[config.mk]
export PLATFORM = sky130hd
export DESIGN_NAME = alu_result_collector_flat
export DESIGN_NICKNAME = d
export VERILOG_FILES = /design/src/rtl/alu_result_collector_if.sv /design/src/rtl/alu_result_collector.sv /design/src/flat_wrapper.sv
export SDC_FILE = /design/constraint.sdc
export NUM_CORES = 1
export LEC_CHECK = 0
export BUFFER_PORTS_ARGS = -buffer_cell sky130_fd_sc_hd__buf_2
export CORE_MARGIN = 4
export CORE_UTILIZATION = 44
export CTS_CLUSTER_DIAMETER = 60
export CTS_CLUSTER_SIZE = 28
export DETAILED_ROUTE_END_ITERATION = 7
export SYNTH_ARGS = -nofsm -noshare
export SYNTH_HDL_FRONTEND = slang
export SYNTH_SLANG_ARGS = --single-unit
[constraint.sdc]
create_clock -name CLK -period 3 [get_ports CLK]
set_input_delay 0.9 -clock CLK [delete_from_list [all_inputs] [get_ports CLK]]
set_output_delay 0.9 -clock CLK [all_outputs]
set_load 0.02 [all_outputs]
[src/rtl/alu_result_collector_if.sv]
// Result-side bus of alu_result_collector: ALU unit result/flag inputs and the valid/ready FIFO head.
// RES_PAR exists only when ALU_RES_PARITY_EN is defined.
interface alu_result_collector_if #(
    parameter int unsigned OP_DATA_WIDTH = 16,
    parameter int unsigned FIFO_DEPTH    = 4
);
    localparam int unsigned DATA_W = 2 * OP_DATA_WIDTH;
    localparam int unsigned CNT_W  = $clog2(FIFO_DEPTH) + 1;

    logic [DATA_W-1:0]        Arith_OUT;
    logic                     Arith_Flag;
    logic [OP_DATA_WIDTH-1:0] Logic_OUT;
    logic                     Logic_Flag;
    logic [OP_DATA_WIDTH:0]   Shift_OUT;
    logic                     Shift_Flag;
    logic [1:0]               CMP_OUT;
    logic                     CMP_Flag;
    logic                     RES_READY;
    logic                     OVF_CLR;
    logic                     RES_VALID;
    logic [DATA_W-1:0]        RES_DATA;
    logic [1:0]               RES_UNIT;
    logic [CNT_W-1:0]         FIFO_COUNT;
    logic                     OVF;
    logic                     MULTI_ERR;
`ifdef ALU_RES_PARITY_EN
    logic                     RES_PAR;
`endif

    modport master (
`ifdef ALU_RES_PARITY_EN
        input  RES_PAR,
`endif
        output Arith_OUT, Arith_Flag, Logic_OUT, Logic_Flag,
        output Shift_OUT, Shift_Flag, CMP_OUT, CMP_Flag,
        output RES_READY, OVF_CLR,
        input  RES_VALID, RES_DATA, RES_UNIT, FIFO_COUNT, OVF, MULTI_ERR
    );

    modport slave (
`ifdef ALU_RES_PARITY_EN
        output RES_PAR,
`endif
        input  Arith_OUT, Arith_Flag, Logic_OUT, Logic_Flag,
        input  Shift_OUT, Shift_Flag, CMP_OUT, CMP_Flag,
        input  RES_READY, OVF_CLR,
        output RES_VALID, RES_DATA, RES_UNIT, FIFO_COUNT, OVF, MULTI_ERR
    );
endinterface

[src/rtl/alu_result_collector.sv]
// Collects ALU unit results by fixed priority, zero-extends and tags them, and queues them in a show-ahead FIFO.
// Optional ALU_RES_PARITY_EN adds a stored even-parity bit exposed as RES_PAR.
module alu_result_collector #(
    parameter int unsigned OP_DATA_WIDTH = 16,
    parameter int unsigned FIFO_DEPTH    = 4
) (
    input logic                   CLK,
    input logic                   RST,
    alu_result_collector_if.slave bus
);
    localparam int unsigned DATA_W = 2 * OP_DATA_WIDTH;
    localparam int unsigned PTR_W  = $clog2(FIFO_DEPTH);
    localparam int unsigned CNT_W  = PTR_W + 1;
    localparam logic [CNT_W-1:0] FULL_CNT = CNT_W'(FIFO_DEPTH);

    typedef struct packed {
`ifdef ALU_RES_PARITY_EN
        logic              par;
`endif
        logic [1:0]        unit;
        logic [DATA_W-1:0] data;
    } entry_t;

    entry_t            mem_q [FIFO_DEPTH];
    entry_t            head_q, head_d;
    entry_t            sel_c;
    logic [PTR_W-1:0]  wr_ptr_q, wr_ptr_d;
    logic [PTR_W-1:0]  rd_ptr_q, rd_ptr_d;
    logic [CNT_W-1:0]  count_q, count_d;
    logic              valid_q, valid_d;
    logic              ovf_q, ovf_d;
    logic              multi_q, multi_d;

    logic [3:0] flags_c;
    logic       push_req_c;
    logic       multi_evt_c;
    logic       pop_c;
    logic       full_c;
    logic       push_ok_c;
    logic       drop_c;

    assign flags_c     = {bus.Arith_Flag, bus.Logic_Flag, bus.Shift_Flag, bus.CMP_Flag};
    assign push_req_c  = |flags_c;
    assign multi_evt_c = $countones(flags_c) > 1;
    assign pop_c       = valid_q & bus.RES_READY;
    assign full_c      = (count_q == FULL_CNT);
    assign push_ok_c   = push_req_c & (~full_c | pop_c);
    assign drop_c      = push_req_c & full_c & ~pop_c;

    // Fixed priority Arith > Logic > Shift > CMP, zero-extended to the common width.
    always_comb begin
        sel_c = '0;
        if (bus.Arith_Flag) begin
            sel_c.unit = 2'b00;
            sel_c.data = bus.Arith_OUT;
        end else if (bus.Logic_Flag) begin
            sel_c.unit = 2'b01;
            sel_c.data = DATA_W'(bus.Logic_OUT);
        end else if (bus.Shift_Flag) begin
            sel_c.unit = 2'b11;
            sel_c.data = DATA_W'(bus.Shift_OUT);
        end else if (bus.CMP_Flag) begin
            sel_c.unit = 2'b10;
            sel_c.data = DATA_W'(bus.CMP_OUT);
        end
`ifdef ALU_RES_PARITY_EN
        sel_c.par = ^{sel_c.unit, sel_c.data};
`endif
    end

    always_comb begin
        wr_ptr_d = wr_ptr_q;
        rd_ptr_d = rd_ptr_q;
        count_d  = count_q;
        head_d   = head_q;
        if (push_ok_c) begin
            wr_ptr_d = wr_ptr_q + PTR_W'(1);
        end
        if (pop_c) begin
            rd_ptr_d = rd_ptr_q + PTR_W'(1);
        end
        case ({push_ok_c, pop_c})
            2'b10:   count_d = count_q + CNT_W'(1);
            2'b01:   count_d = count_q - CNT_W'(1);
            default: count_d = count_q;
        endcase
        // Next head is the entry being written when it lands in the slot the read pointer moves to.
        if (count_d != '0) begin
            if (push_ok_c && (wr_ptr_q == rd_ptr_d)) begin
                head_d = sel_c;
            end else begin
                head_d = mem_q[rd_ptr_d];
            end
        end
        valid_d = (count_d != '0);
        ovf_d   = (ovf_q & ~bus.OVF_CLR) | drop_c;
        multi_d = (multi_q & ~bus.OVF_CLR) | multi_evt_c;
    end

    always_ff @(posedge CLK or negedge RST) begin
        if (!RST) begin
            wr_ptr_q <= '0;
            rd_ptr_q <= '0;
            count_q  <= '0;
            head_q   <= '0;
            valid_q  <= 1'b0;
            ovf_q    <= 1'b0;
            multi_q  <= 1'b0;
        end else begin
            wr_ptr_q <= wr_ptr_d;
            rd_ptr_q <= rd_ptr_d;
            count_q  <= count_d;
            head_q   <= head_d;
            valid_q  <= valid_d;
            ovf_q    <= ovf_d;
            multi_q  <= multi_d;
        end
    end

    // Entry storage is intentionally left unreset.
    always_ff @(posedge CLK) begin
        if (push_ok_c) begin
            mem_q[wr_ptr_q] <= sel_c;
        end
    end

    assign bus.RES_VALID  = valid_q;
    assign bus.RES_DATA   = head_q.data;
    assign bus.RES_UNIT   = head_q.unit;
    assign bus.FIFO_COUNT = count_q;
    assign bus.OVF        = ovf_q;
    assign bus.MULTI_ERR  = multi_q;
`ifdef ALU_RES_PARITY_EN
    assign bus.RES_PAR    = head_q.par;
`endif

endmodule

[src/flat_wrapper.sv]
// flat-port wrapper written by rule: the top's interface ports become plain ports
module alu_result_collector_flat 
#(
    parameter int unsigned OP_DATA_WIDTH = 16,
    parameter int unsigned FIFO_DEPTH    = 4
)
  (CLK, RST, bus_Arith_OUT, bus_Arith_Flag, bus_Logic_OUT, bus_Logic_Flag, bus_Shift_OUT, bus_Shift_Flag, bus_CMP_OUT, bus_CMP_Flag, bus_RES_READY, bus_OVF_CLR, bus_RES_VALID, bus_RES_DATA, bus_RES_UNIT, bus_FIFO_COUNT, bus_OVF, bus_MULTI_ERR);
  alu_result_collector_if #(.OP_DATA_WIDTH(OP_DATA_WIDTH), .FIFO_DEPTH(FIFO_DEPTH)) bus_i ();
  input logic CLK;
  input logic RST;
  input wire logic [$bits(bus_i.Arith_OUT)-1:0] bus_Arith_OUT;
  input wire logic [$bits(bus_i.Arith_Flag)-1:0] bus_Arith_Flag;
  input wire logic [$bits(bus_i.Logic_OUT)-1:0] bus_Logic_OUT;
  input wire logic [$bits(bus_i.Logic_Flag)-1:0] bus_Logic_Flag;
  input wire logic [$bits(bus_i.Shift_OUT)-1:0] bus_Shift_OUT;
  input wire logic [$bits(bus_i.Shift_Flag)-1:0] bus_Shift_Flag;
  input wire logic [$bits(bus_i.CMP_OUT)-1:0] bus_CMP_OUT;
  input wire logic [$bits(bus_i.CMP_Flag)-1:0] bus_CMP_Flag;
  input wire logic [$bits(bus_i.RES_READY)-1:0] bus_RES_READY;
  input wire logic [$bits(bus_i.OVF_CLR)-1:0] bus_OVF_CLR;
  output wire logic [$bits(bus_i.RES_VALID)-1:0] bus_RES_VALID;
  output wire logic [$bits(bus_i.RES_DATA)-1:0] bus_RES_DATA;
  output wire logic [$bits(bus_i.RES_UNIT)-1:0] bus_RES_UNIT;
  output wire logic [$bits(bus_i.FIFO_COUNT)-1:0] bus_FIFO_COUNT;
  output wire logic [$bits(bus_i.OVF)-1:0] bus_OVF;
  output wire logic [$bits(bus_i.MULTI_ERR)-1:0] bus_MULTI_ERR;
  assign bus_i.Arith_OUT = bus_Arith_OUT;
  assign bus_i.Arith_Flag = bus_Arith_Flag;
  assign bus_i.Logic_OUT = bus_Logic_OUT;
  assign bus_i.Logic_Flag = bus_Logic_Flag;
  assign bus_i.Shift_OUT = bus_Shift_OUT;
  assign bus_i.Shift_Flag = bus_Shift_Flag;
  assign bus_i.CMP_OUT = bus_CMP_OUT;
  assign bus_i.CMP_Flag = bus_CMP_Flag;
  assign bus_i.RES_READY = bus_RES_READY;
  assign bus_i.OVF_CLR = bus_OVF_CLR;
  assign bus_RES_VALID = bus_i.RES_VALID;
  assign bus_RES_DATA = bus_i.RES_DATA;
  assign bus_RES_UNIT = bus_i.RES_UNIT;
  assign bus_FIFO_COUNT = bus_i.FIFO_COUNT;
  assign bus_OVF = bus_i.OVF;
  assign bus_MULTI_ERR = bus_i.MULTI_ERR;
  alu_result_collector #(.OP_DATA_WIDTH(OP_DATA_WIDTH), .FIFO_DEPTH(FIFO_DEPTH)) u_core (.CLK(CLK), .RST(RST), .bus(bus_i));
endmodule
-- Yosys cells after proc, flatten, opt, wreduce, memory -nomap -nowiden
Memories as Yosys holds them, arrays and structs flattened. A register that Yosys moved wholly into a read port is not among the register bits.
Cells that the tools add are included.
- reduce and logical (&&, ||, !) cells: 3
- equality and inequality tests: 3
- add/sub/neg operators: 7
- bitwise gates (word level): 12
- magnitude comparators: 1
- muxes and demuxes: 8
- operators with widths (cell ; count):
    2-to-1 mux 34 bit ; 4
    adder 32 bit ; 1
    > comparator 32 x 2 -> 1 bit (second input constant) ; 1
    AND 1 bit ; 6
    case mux 3 bit (2 select lines) ; 1
    adder 1 x 1 -> 2 bit ; 2
    adder 2 x 1 -> 2 bit (second input constant) ; 2
    OR reduction 4 bit ; 1
    adder 3 x 1 -> 3 bit (second input constant) ; 1
    equality test 3 bit (second input constant) ; 1
    NOT 1 bit ; 3
    bitwise OR 1 bit ; 3
    nonzero test 3 bit ; 1
    subtractor 3 x 1 -> 3 bit (second input constant) ; 1
    equality test 2 x 1 -> 1 bit (second input constant) ; 1
    equality test 2 bit (second input constant) ; 1
    2-to-1 mux 1 bit ; 2
    2-to-1 mux 2 bit ; 1
    logical NOT 1 bit ; 1
- memories kept: 1
- word-level logic and storage cells: 41
- bits in registers: 10
- memory bits (writable): 136
- memory list (memory ; depth ; width ; read ports ; clocked after memory_dff ; write ports ; RTL line ; source):
    u_core.mem_q ; 4 ; 34 ; 1 ; 1 ; 1 ; alu_result_collector.sv:24 ; entry_t mem_q [FIFO_DEPTH];

-- Logic depth before layout (Yosys ltp)
- word-level depth: 7
- mapped depth: 11
- depth with buffers taken out: 10

-- Worst setup path after synthesis
Ideal clock, no wire load.
- kind: input port to flip-flop
- from: input bus_Logic_Flag
- to: register u_core.bus.RES_DATA[23] (netlist name)
- slack: -0.217 ns
- stages: 10
- data arrival time: 3.092 ns
- path buffers: 1
- required time: 2.875 ns
- cell sequence: inv_1 > ha_1 > nand4_1 > inv_1 > fa_1 > o22ai_1 > mux2i_1 > o31ai_4 > buf_4 > mux2_2
- word-level cells in the longest chain between the ends: 5
- elaborated cells on any way between the ends: 6
- classes of those cells: 2 x eq/ne; 1 x mux; 1 x bitwise; 2 x reduce/logical
- ends and longest elaborated chain (what ; RTL line ; source):
    from (decl) ; flat_wrapper.sv:14 ; input wire logic [$bits(bus_i.Logic_Flag)-1:0] bus_Logic_Flag;
    OR reduction 4 bit (*) ; alu_result_collector.sv:43 ; assign push_req_c = |flags_c;
    AND 1 bit (*) ; alu_result_collector.sv:47 ; assign push_ok_c = push_req_c & (~full_c | pop_c);
    equality test 2 x 1 -> 1 bit / equality test 2 bit (equally long branches) ; alu_result_collector.sv:82 ; case ({push_ok_c, pop_c})
    case mux 3 bit (2 select lines) (*) ; alu_result_collector.sv:82 ;
    nonzero test 3 bit (*) ; alu_result_collector.sv:88 ; if (count_d != '0) begin
Every way passes the cells marked *; elsewhere a longest branch is shown, timed or not.
A chain may end at the register's enable or synchronous reset.

-- Worst setup path in the final report
- from: input bus_Logic_Flag
- to: register u_core.bus.RES_DATA[21] (netlist name)
- word-level cells in the longest chain between the ends: 5
- elaborated cells on any way between the ends: 6
- classes of those cells: 2 x eq/ne; 1 x mux; 1 x bitwise; 2 x reduce/logical
- ends and longest elaborated chain (what ; RTL line):
    OR reduction 4 bit (*) ; alu_result_collector.sv:43
    AND 1 bit (*) ; alu_result_collector.sv:47
    equality test 2 x 1 -> 1 bit / equality test 2 bit (equally long branches) ; alu_result_collector.sv:82
    case mux 3 bit (2 select lines) (*) ; alu_result_collector.sv:82
    nonzero test 3 bit (*) ; alu_result_collector.sv:88
Marks and branches as above.

==> metrics.txt <==
status=completed; Avg Synthesized Cell Area=14.1 sq um; startpoint type of the worst setup path=input pin; Die X-Extent=156 um; Worst-Margin Slew=0.670 ns; core area=21400 sq um; ANT cells=0; layout cells sized above 1=0.333; Mapped Area=9680 sq um; hold slack final=0.444 ns; synth top area cells=edfxtp_1 42%, mux2i_1 24%, dfrtp_1 11%; H-tree depth=4; most common cell in the netlist=mux2i_1; Std-Cell Rows=53; CTS tree=yes; CTS sink cnt=180; max_cap viols=0; Syn-to-layout area delta=17.6%; RD Place Congestion=0.772; RSZ-0062 raised after global routing=no; Clock Pin Slew Worst Setup and Hold Paths=0.07 ns; drt pass-1 iters=4; critical path data arrival time=3.11 ns; max-slew violation count=0; initial DRC count=266; DRC violations left=0; Placed Instance Area=10800 sq um; All-Layer GR Usage=0.181; headroom to the max-slew limit=0.554; number of global-route vias before repair=6309; root buffer cell=clkbuf_16; Non-Filler Instances=1100; Power Total=13.1 mW; Critical Path Sink Type=flop; Ys Warns=0; syn_nets=774; fin area=11400 sq um; Seq/Total Area, Yosys=0.536; WL per Instance=19.8 um; CTS Buffer Depth=2; # nets final=898; largest area contributor in the netlist=edfxtp_1; CP Max Fanout=12; top cells by count, synth=235 x mux2i_1, 136 x edfxtp_1, 59 x mux2_2; EDFF count, synth=136; Cells after Synth=688; worst vdd ir=0.491 mV; final setup fails=0; top-area cell type share of the netlist area=0.422; TNS Setup=0 ns; DP HPWL=14600 um; total gr overflow=0; die area=24400 sq um; fmax=357 MHz; PortBufs=114; Antenna Nets Post-Route=0; ys async rst share=0.244; hold_buf cts=0; largest net degree at the start of global routing=51; Final period util=0.934; min Tclk post-route=2.80 ns; die extent in y=156 um; via count=5958; Starting Density=0.453; critical path type=input pin to flop; Clock Latency Late Sink=0.43 ns; leak pwr=4.86 nW; # IOs=115; synth unique cells=43; first-pass GRT wire length=33700 um; skew final=0.0102 ns; WP data required=3.31 ns; Cell Pwr Density=1150 nW/um^2; number of synthesized register bits=180; vias per inst=5.42; ys flop type=edfxtp_1; total CTS buffers=17; Hold Crit Class=input pin to async pin; post_cts resized=0; WL final=21700 um; Post-CTS Setup Bufs=0; initial antenna violation count=0; dpl cells=1068; hold violation total from the final report=0
[cell type report]
| type | instances | area, sq um |
|---|---|---|
| Multi-Input combinational cell | 438 | 4170 |
| Sequential cell | 180 | 5190 |
| Fill cell | 1813 | 9970 |
| Timing Repair Buffer | 150 | 991 |
| Inverter | 25 | 121 |
| Clock inverter | 15 | 141 |
| Clock buffer | 17 | 425 |
| Tap cell | 275 | 344 |
[layout by cell type (no fill, tap or decap), types with 7 or more instances in the layout]
master	instances
a21oi_1	7
a22oi_1	14
and2_1	16
buf_12	12
buf_2	114
buf_4	24
clkbuf_16	17
dfrtp_1	42
edfxtp_1	136
ha_1	7
inv_1	20
mux2_2	54
mux2_4	20
mux2i_1	235
nand2_1	23
o21ai_0	10
o21ai_1	11
[metal layers]
layer / part of all wire / vias up / track usage / wire (um)
li1: - / 2815 / - / -
met1: 0.42 / 2977 / 0.224 / 9200
met2: 0.51 / 139 / 0.323 / 11000
met3: 0.049 / 27 / 0.0268 / 1060
met4: 0.023 / 0 / 0.0612 / 501
met5: 0 / - / 0 / 0
[where the power goes]
part	switching, mW	internal [mW]
combinational	3.17	3.28
sequential	0.654	3.84
clock	1.03	1.10
[worst max-delay path, cell delays in order]
cell and delay [ns]:
buf_2 0.19, inv_12 0.04, ha_4 0.15, nand4_1 0.10, inv_1 0.09, fa_2 0.41, o22ai_2 0.18, mux2i_1 0.13
o31ai_4 0.37, buf_12 0.20, mux2_2 0.34
[path summary, 6_finish.rpt]
check	from	to	slack, ns	cells after the start
min in group CLK	u_core.bus.RES_DATA[30]	u_core.bus.RES_DATA[30]	0.51	1
worst max-delay path	bus_Logic_Flag	u_core.bus.RES_DATA[21]	0.20	11
worst min register to register	u_core.bus.RES_DATA[30]	u_core.bus.RES_DATA[30]	0.51	1
max in group asynchronous	RST	u_core.bus.RES_DATA[14]	1.89	2
worst max register to register	u_core.rd_ptr_q[0]	u_core.bus.RES_DATA[25]	0.55	6
worst min-delay path	RST	u_core.bus.RES_DATA[31]	0.44	1
[cells by family after synthesis]
group           after synthesis  synth area share
buf+inv                      70            0.0396
mux                         309             0.335
fa+ha+maj                    11            0.0158
simple gates                 57            0.0301
compound gates               55            0.0383
xor+xnor                      6           0.00543
flops                       180             0.536
[flip-flops by register name, summed over array words and instances (netlist names)]
name,count
u_core.rd_ptr_q,2
u_core.bus.OVF,1
u_core.bus.RES_UNIT,2
u_core.bus.RES_DATA,32
u_core.bus.FIFO_COUNT,3
u_core.mem_q,136
u_core.wr_ptr_q,2
u_core.bus.RES_VALID,1
u_core.bus.MULTI_ERR,1
[stage by stage]
stage | worst slack, ns | utilization
after CTS | 0.210 | 0.533
final | 0.199 | 0.533
after global placement | -0.205 | 0.507
after floorplan | -0.0653 | -
after detailed placement | -0.251 | 0.507
after global routing | 0.103 | 0.533
(Power assumes the default switching activity.)
